### config.mk
export PLATFORM = sky130hd
export DESIGN_NAME = frame_sequencer_flat
export DESIGN_NICKNAME = d
export VERILOG_FILES = /design/src/rtl/draw_pkg.sv /design/src/rtl/frame_sequencer_if.sv /design/src/rtl/write_port_mux.sv /design/src/rtl/frame_sequencer.sv /design/src/flat_wrapper.sv
export SDC_FILE = /design/constraint.sdc
export NUM_CORES = 1
export LEC_CHECK = 0
export CAP_MARGIN = 25
export CELL_PAD_IN_SITES_DETAIL_PLACEMENT = 1
export CELL_PAD_IN_SITES_GLOBAL_PLACEMENT = 2
export CORE_MARGIN = 2
export CORE_UTILIZATION = 21
export CTS_CLUSTER_SIZE = 30
export DETAILED_ROUTE_END_ITERATION = 8
export HOLD_SLACK_MARGIN = 0.08
export PLACE_DENSITY_LB_ADDON = 0.12
export SETUP_SLACK_MARGIN = 0.1
export SYNTH_ARGS = -nofsm -noshare
export SYNTH_HDL_FRONTEND = slang
export SYNTH_HIERARCHICAL = 1
export SYNTH_SLANG_ARGS = --single-unit
### constraint.sdc
create_clock -name clk -period 4.1 [get_ports clk]
set_input_delay 0.41 -clock clk [delete_from_list [all_inputs] [get_ports clk]]
set_output_delay 0.41 -clock clk [all_outputs]
set_load 0.005 [all_outputs]
### src/rtl/draw_pkg.sv
// draw_pkg: shared drawer defaults, frame sequencer state encoding and
// the write-port owner decode used by the sequencer and its mux.
package draw_pkg;
    localparam int PIXELS_COUNT_DEF     = 640 * 480;
    localparam int WRITE_DATA_WIDTH_DEF = 1;

    typedef enum logic [2:0] {
        IDLE,
        CLEAR_START,
        CLEAR_WAIT,
        PLOT_START,
        PLOT_WAIT,
        SWAP
    } seq_state_e;

    typedef enum logic [1:0] {
        SEL_NONE,
        SEL_CLEAR,
        SEL_PLOT
    } port_sel_e;

    // The start state already owns the port so a drawer that writes in its
    // acceptance cycle is not treated as a collision.
    function automatic port_sel_e sel_of(seq_state_e s);
        return (s == CLEAR_START || s == CLEAR_WAIT) ? SEL_CLEAR :
               (s == PLOT_START  || s == PLOT_WAIT)  ? SEL_PLOT  : SEL_NONE;
    endfunction
endpackage

### src/rtl/frame_sequencer_if.sv
// frame_sequencer_if: control, drawer handshakes and framebuffer write port of
// the frame sequencer; master is the sequencer, slave is its environment.
interface frame_sequencer_if import draw_pkg::*; #(
    parameter int PIXELS_COUNT     = PIXELS_COUNT_DEF,
    parameter int WRITE_DATA_WIDTH = WRITE_DATA_WIDTH_DEF,
    parameter int COUNT_WIDTH      = 16
);
    localparam int ADDR_W = $clog2(PIXELS_COUNT);

    logic                        frame_start;
    logic                        busy;
    logic                        frame_done;
    logic [COUNT_WIDTH-1:0]      frame_count;
    logic                        collision;
    logic                        clear_start;
    logic                        clear_ready;
    logic                        clear_we;
    logic [ADDR_W-1:0]           clear_addr;
    logic [WRITE_DATA_WIDTH-1:0] clear_data;
    logic                        plot_start;
    logic                        plot_ready;
    logic                        plot_we;
    logic [ADDR_W-1:0]           plot_addr;
    logic [WRITE_DATA_WIDTH-1:0] plot_data;
    logic                        swap_req;
    logic                        swap_ack;
    logic                        fb_we;
    logic [ADDR_W-1:0]           fb_addr;
    logic [WRITE_DATA_WIDTH-1:0] fb_data;

    modport master (
        input  frame_start, clear_ready, clear_we, clear_addr, clear_data,
               plot_ready, plot_we, plot_addr, plot_data, swap_ack,
        output busy, frame_done, frame_count, collision, clear_start,
               plot_start, swap_req, fb_we, fb_addr, fb_data
    );

    modport slave (
        output frame_start, clear_ready, clear_we, clear_addr, clear_data,
               plot_ready, plot_we, plot_addr, plot_data, swap_ack,
        input  busy, frame_done, frame_count, collision, clear_start,
               plot_start, swap_req, fb_we, fb_addr, fb_data
    );
endinterface

### src/rtl/write_port_mux.sv
// write_port_mux: steers the owning drawer onto the framebuffer port and
// latches a sticky collision flag whenever a non-owning drawer writes.
module write_port_mux import draw_pkg::*; #(
    parameter int ADDR_W = $clog2(PIXELS_COUNT_DEF),
    parameter int DATA_W = WRITE_DATA_WIDTH_DEF
) (
    input  logic              clk,
    input  logic              rst_n,
    input  port_sel_e         sel_i,
    input  logic              clear_we_i,
    input  logic [ADDR_W-1:0] clear_addr_i,
    input  logic [DATA_W-1:0] clear_data_i,
    input  logic              plot_we_i,
    input  logic [ADDR_W-1:0] plot_addr_i,
    input  logic [DATA_W-1:0] plot_data_i,
    output logic              fb_we_o,
    output logic [ADDR_W-1:0] fb_addr_o,
    output logic [DATA_W-1:0] fb_data_o,
    output logic              collision_o
);
    logic collision_q;
    logic drop;

    assign fb_we_o   = sel_i == SEL_CLEAR ? clear_we_i : sel_i == SEL_PLOT ? plot_we_i : 1'b0;
    // Idle port is all-zero so downstream memories never see stale addresses.
    assign fb_addr_o = !fb_we_o ? '0 : sel_i == SEL_CLEAR ? clear_addr_i : plot_addr_i;
    assign fb_data_o = !fb_we_o ? '0 : sel_i == SEL_CLEAR ? clear_data_i : plot_data_i;
    assign drop      = (clear_we_i && sel_i != SEL_CLEAR) || (plot_we_i && sel_i != SEL_PLOT);
    assign collision_o = collision_q;

    always_ff @(posedge clk or negedge rst_n)
        if (!rst_n)
            collision_q <= 1'b0;
        else if (drop)
            collision_q <= 1'b1;
endmodule

### src/rtl/frame_sequencer.sv
// frame_sequencer: runs clear, plot and buffer swap for one frame per accepted
// request and counts completed frames.
module frame_sequencer import draw_pkg::*; #(
    parameter int PIXELS_COUNT     = PIXELS_COUNT_DEF,
    parameter int WRITE_DATA_WIDTH = WRITE_DATA_WIDTH_DEF,
    parameter int COUNT_WIDTH      = 16
) (
    input logic              clk,
    input logic              rst_n,
    frame_sequencer_if.master bus
);
    localparam int ADDR_W = $clog2(PIXELS_COUNT);

    seq_state_e             state_q, state_d;
    logic [COUNT_WIDTH-1:0] count_q, count_d;
    logic                   done;
    port_sel_e              sel;

    always_comb begin
        state_d = state_q;
        case (state_q)
            IDLE:        if (bus.frame_start) state_d = CLEAR_START;
            CLEAR_START: if (bus.clear_ready) state_d = CLEAR_WAIT;
            CLEAR_WAIT:  if (bus.clear_ready) state_d = PLOT_START;
            PLOT_START:  if (bus.plot_ready)  state_d = PLOT_WAIT;
            PLOT_WAIT:   if (bus.plot_ready)  state_d = SWAP;
            SWAP:        if (bus.swap_ack)    state_d = IDLE;
            default:                          state_d = IDLE;
        endcase
        done    = state_q == SWAP && bus.swap_ack;
        count_d = count_q + COUNT_WIDTH'(done);
    end

    always_ff @(posedge clk or negedge rst_n)
        if (!rst_n) begin
            state_q <= IDLE;
            count_q <= '0;
        end else begin
            state_q <= state_d;
            count_q <= count_d;
        end

    assign sel              = sel_of(state_q);
    assign bus.busy         = state_q != IDLE;
    assign bus.clear_start  = state_q == CLEAR_START;
    assign bus.plot_start   = state_q == PLOT_START;
    assign bus.swap_req     = state_q == SWAP;
    assign bus.frame_done   = done;
    assign bus.frame_count  = count_q;

    write_port_mux #(.ADDR_W(ADDR_W), .DATA_W(WRITE_DATA_WIDTH)) u_mux (
        .clk          (clk),
        .rst_n        (rst_n),
        .sel_i        (sel),
        .clear_we_i   (bus.clear_we),
        .clear_addr_i (bus.clear_addr),
        .clear_data_i (bus.clear_data),
        .plot_we_i    (bus.plot_we),
        .plot_addr_i  (bus.plot_addr),
        .plot_data_i  (bus.plot_data),
        .fb_we_o      (bus.fb_we),
        .fb_addr_o    (bus.fb_addr),
        .fb_data_o    (bus.fb_data),
        .collision_o  (bus.collision)
    );
endmodule
### src/flat_wrapper.sv
// flat-port wrapper written by rule: the top's interface ports become plain ports
module frame_sequencer_flat import draw_pkg::*;
#(
    parameter int PIXELS_COUNT     = PIXELS_COUNT_DEF,
    parameter int WRITE_DATA_WIDTH = WRITE_DATA_WIDTH_DEF,
    parameter int COUNT_WIDTH      = 16
)
  (clk, rst_n, bus_frame_start, bus_clear_ready, bus_clear_we, bus_clear_addr, bus_clear_data, bus_plot_ready, bus_plot_we, bus_plot_addr, bus_plot_data, bus_swap_ack, bus_busy, bus_frame_done, bus_frame_count, bus_collision, bus_clear_start, bus_plot_start, bus_swap_req, bus_fb_we, bus_fb_addr, bus_fb_data);
  frame_sequencer_if #(.PIXELS_COUNT(PIXELS_COUNT), .WRITE_DATA_WIDTH(WRITE_DATA_WIDTH), .COUNT_WIDTH(COUNT_WIDTH)) bus_i ();
  input logic clk;
  input logic rst_n;
  input wire logic [$bits(bus_i.frame_start)-1:0] bus_frame_start;
  input wire logic [$bits(bus_i.clear_ready)-1:0] bus_clear_ready;
  input wire logic [$bits(bus_i.clear_we)-1:0] bus_clear_we;
  input wire logic [$bits(bus_i.clear_addr)-1:0] bus_clear_addr;
  input wire logic [$bits(bus_i.clear_data)-1:0] bus_clear_data;
  input wire logic [$bits(bus_i.plot_ready)-1:0] bus_plot_ready;
  input wire logic [$bits(bus_i.plot_we)-1:0] bus_plot_we;
  input wire logic [$bits(bus_i.plot_addr)-1:0] bus_plot_addr;
  input wire logic [$bits(bus_i.plot_data)-1:0] bus_plot_data;
  input wire logic [$bits(bus_i.swap_ack)-1:0] bus_swap_ack;
  output wire logic [$bits(bus_i.busy)-1:0] bus_busy;
  output wire logic [$bits(bus_i.frame_done)-1:0] bus_frame_done;
  output wire logic [$bits(bus_i.frame_count)-1:0] bus_frame_count;
  output wire logic [$bits(bus_i.collision)-1:0] bus_collision;
  output wire logic [$bits(bus_i.clear_start)-1:0] bus_clear_start;
  output wire logic [$bits(bus_i.plot_start)-1:0] bus_plot_start;
  output wire logic [$bits(bus_i.swap_req)-1:0] bus_swap_req;
  output wire logic [$bits(bus_i.fb_we)-1:0] bus_fb_we;
  output wire logic [$bits(bus_i.fb_addr)-1:0] bus_fb_addr;
  output wire logic [$bits(bus_i.fb_data)-1:0] bus_fb_data;
  assign bus_i.frame_start = bus_frame_start;
  assign bus_i.clear_ready = bus_clear_ready;
  assign bus_i.clear_we = bus_clear_we;
  assign bus_i.clear_addr = bus_clear_addr;
  assign bus_i.clear_data = bus_clear_data;
  assign bus_i.plot_ready = bus_plot_ready;
  assign bus_i.plot_we = bus_plot_we;
  assign bus_i.plot_addr = bus_plot_addr;
  assign bus_i.plot_data = bus_plot_data;
  assign bus_i.swap_ack = bus_swap_ack;
  assign bus_busy = bus_i.busy;
  assign bus_frame_done = bus_i.frame_done;
  assign bus_frame_count = bus_i.frame_count;
  assign bus_collision = bus_i.collision;
  assign bus_clear_start = bus_i.clear_start;
  assign bus_plot_start = bus_i.plot_start;
  assign bus_swap_req = bus_i.swap_req;
  assign bus_fb_we = bus_i.fb_we;
  assign bus_fb_addr = bus_i.fb_addr;
  assign bus_fb_data = bus_i.fb_data;
  frame_sequencer #(.PIXELS_COUNT(PIXELS_COUNT), .WRITE_DATA_WIDTH(WRITE_DATA_WIDTH), .COUNT_WIDTH(COUNT_WIDTH)) u_core (.clk(clk), .rst_n(rst_n), .bus(bus_i));
endmodule
==> results.md <==
- Initial DRC count: 34
- Global-route wire length before repair: around 7300 um
- Synth Flop Type: dfrtp_1
- Register bit total from synthesis: 20
- Pin count of the biggest net entering global routing: 43
- Slew HR: approximately 66%
- Maximum vdd drop: 207 uV
- Post-Syn Area: 1480 um^2
- Pre-CTS setup slack: 1.54 ns
- Most frequent cell after synthesis: nand2_1
- GRT Util Overall: 11.8%
- Postcts setup bufs: 0
- Synth area leader: dfrtp_1
- Post-DP HPWL: 3740 um
- Die H: ~88 um
- Slowest CP cell: clkdlybuf4s50_1
- Yosys cell types: 33
- CP required: roughly 3.7 ns
- Avg Vias per Cell: 4.39
- Clock skew: ~0.0066 ns
- Top cells by area, synth: dfrtp_1, o22ai_2, nand2_1
- Final Max Tran Viols: 0
- Post-CTS sizing: 0
- Tot Pwr: 1.25 mW
- Antenna Violating Nets Remaining: 0
- Placer congestion estimate: between 0.7 and 0.8
- Total wire length: 4890 um
- Yosys top cell area share: approximately a third
- Syn avg cell area: 8.93 um^2
- Crit path DAT: approximately 2.4 ns
- Top cells by count, synth: nand2_1, dfrtp_1, o22ai_2, xnor2_1, nor2_1
- R2R Setup Slk: 1.57 ns
- Non-Filler Instances: 348
- NumNets Final: 304
- Setup TNS: 0 ns
- Clock Latency Late Sink: 0.26 ns
- Core area: 6830 um^2
- Sequential area share after synthesis: 33.8%
- Share of cells above drive strength 1: 12.7%
- Status: complete, no violations
- Min Hold Slack: ~0.37 ns
- Final-report hold violation count: 0
- Worst-Margin Slew: between 0.5 and 0.6 ns
- Final instance area: 2530 um^2
- Die W: 88.0 um
- IO Count: 91
- CTS root buf: clkbuf_8
- Routed WL per cell: between 10 and 15 um
- Sequential cell area: 500 um^2
- Num rows: 30
- Post-synthesis async set-or-reset flop share: 100%
- Cell family with most CP delay: buffers and inverters
- RSZ-0062 raised after global routing: no
- Multi-input logic area: 886 um^2
- H-tree levels: 1
- CTS max path bufs: 2
- DR DRC count: 0
- N_diodes: 0
- Startpoint types: register
- Port bufs: 90
- Hold buffers post-CTS: 0
- Max incr delay on CP: 0.55 ns
- Crit. End Element: output port
- TritonCTS Sinks: 20
- Layout overhead on the synthesized area: 70.8%
- Yosys warnings: 6
- PwrDens: slightly below 500 nW/um^2
- Worst hold path class: in -> async
- Total Die Area: 7750 um^2
- Worst path buffer plus inverter count: 2
- Period utilization: 69.2%
- Finished Core Util: a little under two fifths
- Fin crit period: 2.84 ns
- # Max-Cap Violations: 0
- Filler Cells Inserted: 804
- Critical path class: reg -> out
- Placed Area: between 2000 and 2500 um^2
- Inserted Clock Buffers: 3
- Post-Syn Instances: between 150 and 200
- TritonRoute pass-1 iters: 4
- Via Count: 1527
- Post-synth EDFFs: 0
- Post-Syn Nets: 217
- Placed Cells: around 340
- Gr ovfl total: 0
- LEAKAGE: 0.964 nW
- Post-route setup slack: 1.26 ns
- Reg clk slew, reported paths: 0.08 ns
- Via count of the first global-routing pass: about 1400
- Initial antenna violation count: 0
- Cell Chain, Critical Path: nand2b_1 -> a21oi_4 -> buf_4 -> nand2_1 -> o22ai_2 -> clkdlybuf4s50_1
- Final setup viols: 0
- CP Max Fanout: 42
- CTS tree: built
- Initial core utilization: 21.7%
- F_max: 352 MHz
-- routing by layer --
layer	GRT usage [%]	share of wire, %	routed length (um)
met5	0	0	0
met2	18.7	44	2140
met1	16.7	48	2350
met3	1.51	6.5	320
met4	4.13	1.6	78
-- cells in the final DEF (no fill, tap or decap), drive strengths merged, types with 3 or more instances in the layout --
master,instances
clkdlybuf4s50,90
nand2,49
dfrtp,20
o22ai,20
xnor2,9
nor2,7
inv,5
xor2,5
a21oi,5
nand3,4
a31oi,4
nand4,4
o21ai,4
clkbuf,3
ha,3
nand2b,3
and2,3
-- final cells by class --
cell class	count	share of cell area, %
sequential	20	19.8
clock inverter	1	1.19
inverter	5	0.741
timing repair buffer	92	37.0
tap	96	4.74
clock buffer	3	1.63
multi-input combinational	131	35.0
-- path summary, 6_finish.rpt --
| kind | start | endpoint | cells after the start |
|---|---|---|---|
| min in group clk | u_core/bus.frame_count[15] | u_core/bus.frame_count[15] | 1 |
| hold reg to reg | u_core/bus.frame_count[15] | u_core/bus.frame_count[15] | 1 |
| hold / removal | rst_n | u_core/bus.frame_count[14] | 1 |
| max in group asynchronous | rst_n | u_core/bus.frame_count[8] | 2 |
| setup / recovery | u_core/state_q[1] | bus_fb_addr[7] | 6 |
| setup reg to reg | u_core/state_q[2] | u_core/bus.frame_count[14] | 8 |
-- where the power goes --
part	total (mW)	switching [mW]	leakage, nW	internal (mW)
Sequential	0.274	0.0476	0.265	0.227
Clock	0.199	0.0688	0.0357	0.130
Combinational	0.778	0.376	0.664	0.402
-- sequential cells by signal, indices dropped and copies added, names as in the netlist --
signal,cells
u_core/bus.frame_count,16
u_core/u_mux/collision_o,1
u_core/state_q,3
-- cells by family after synthesis --
kind of cell	after synthesis	share of synthesized area (%)
AO/OA/AOI/OAI	34	21.9
buffers and inverters	15	7.26
flip-flops	20	33.8
multiplexers	1	0.759
adder cells (fa/ha/maj)	3	2.53
AND/OR/NAND/NOR	79	25.6
XOR/XNOR	14	8.27
Power figures use the tool's default switching activity.
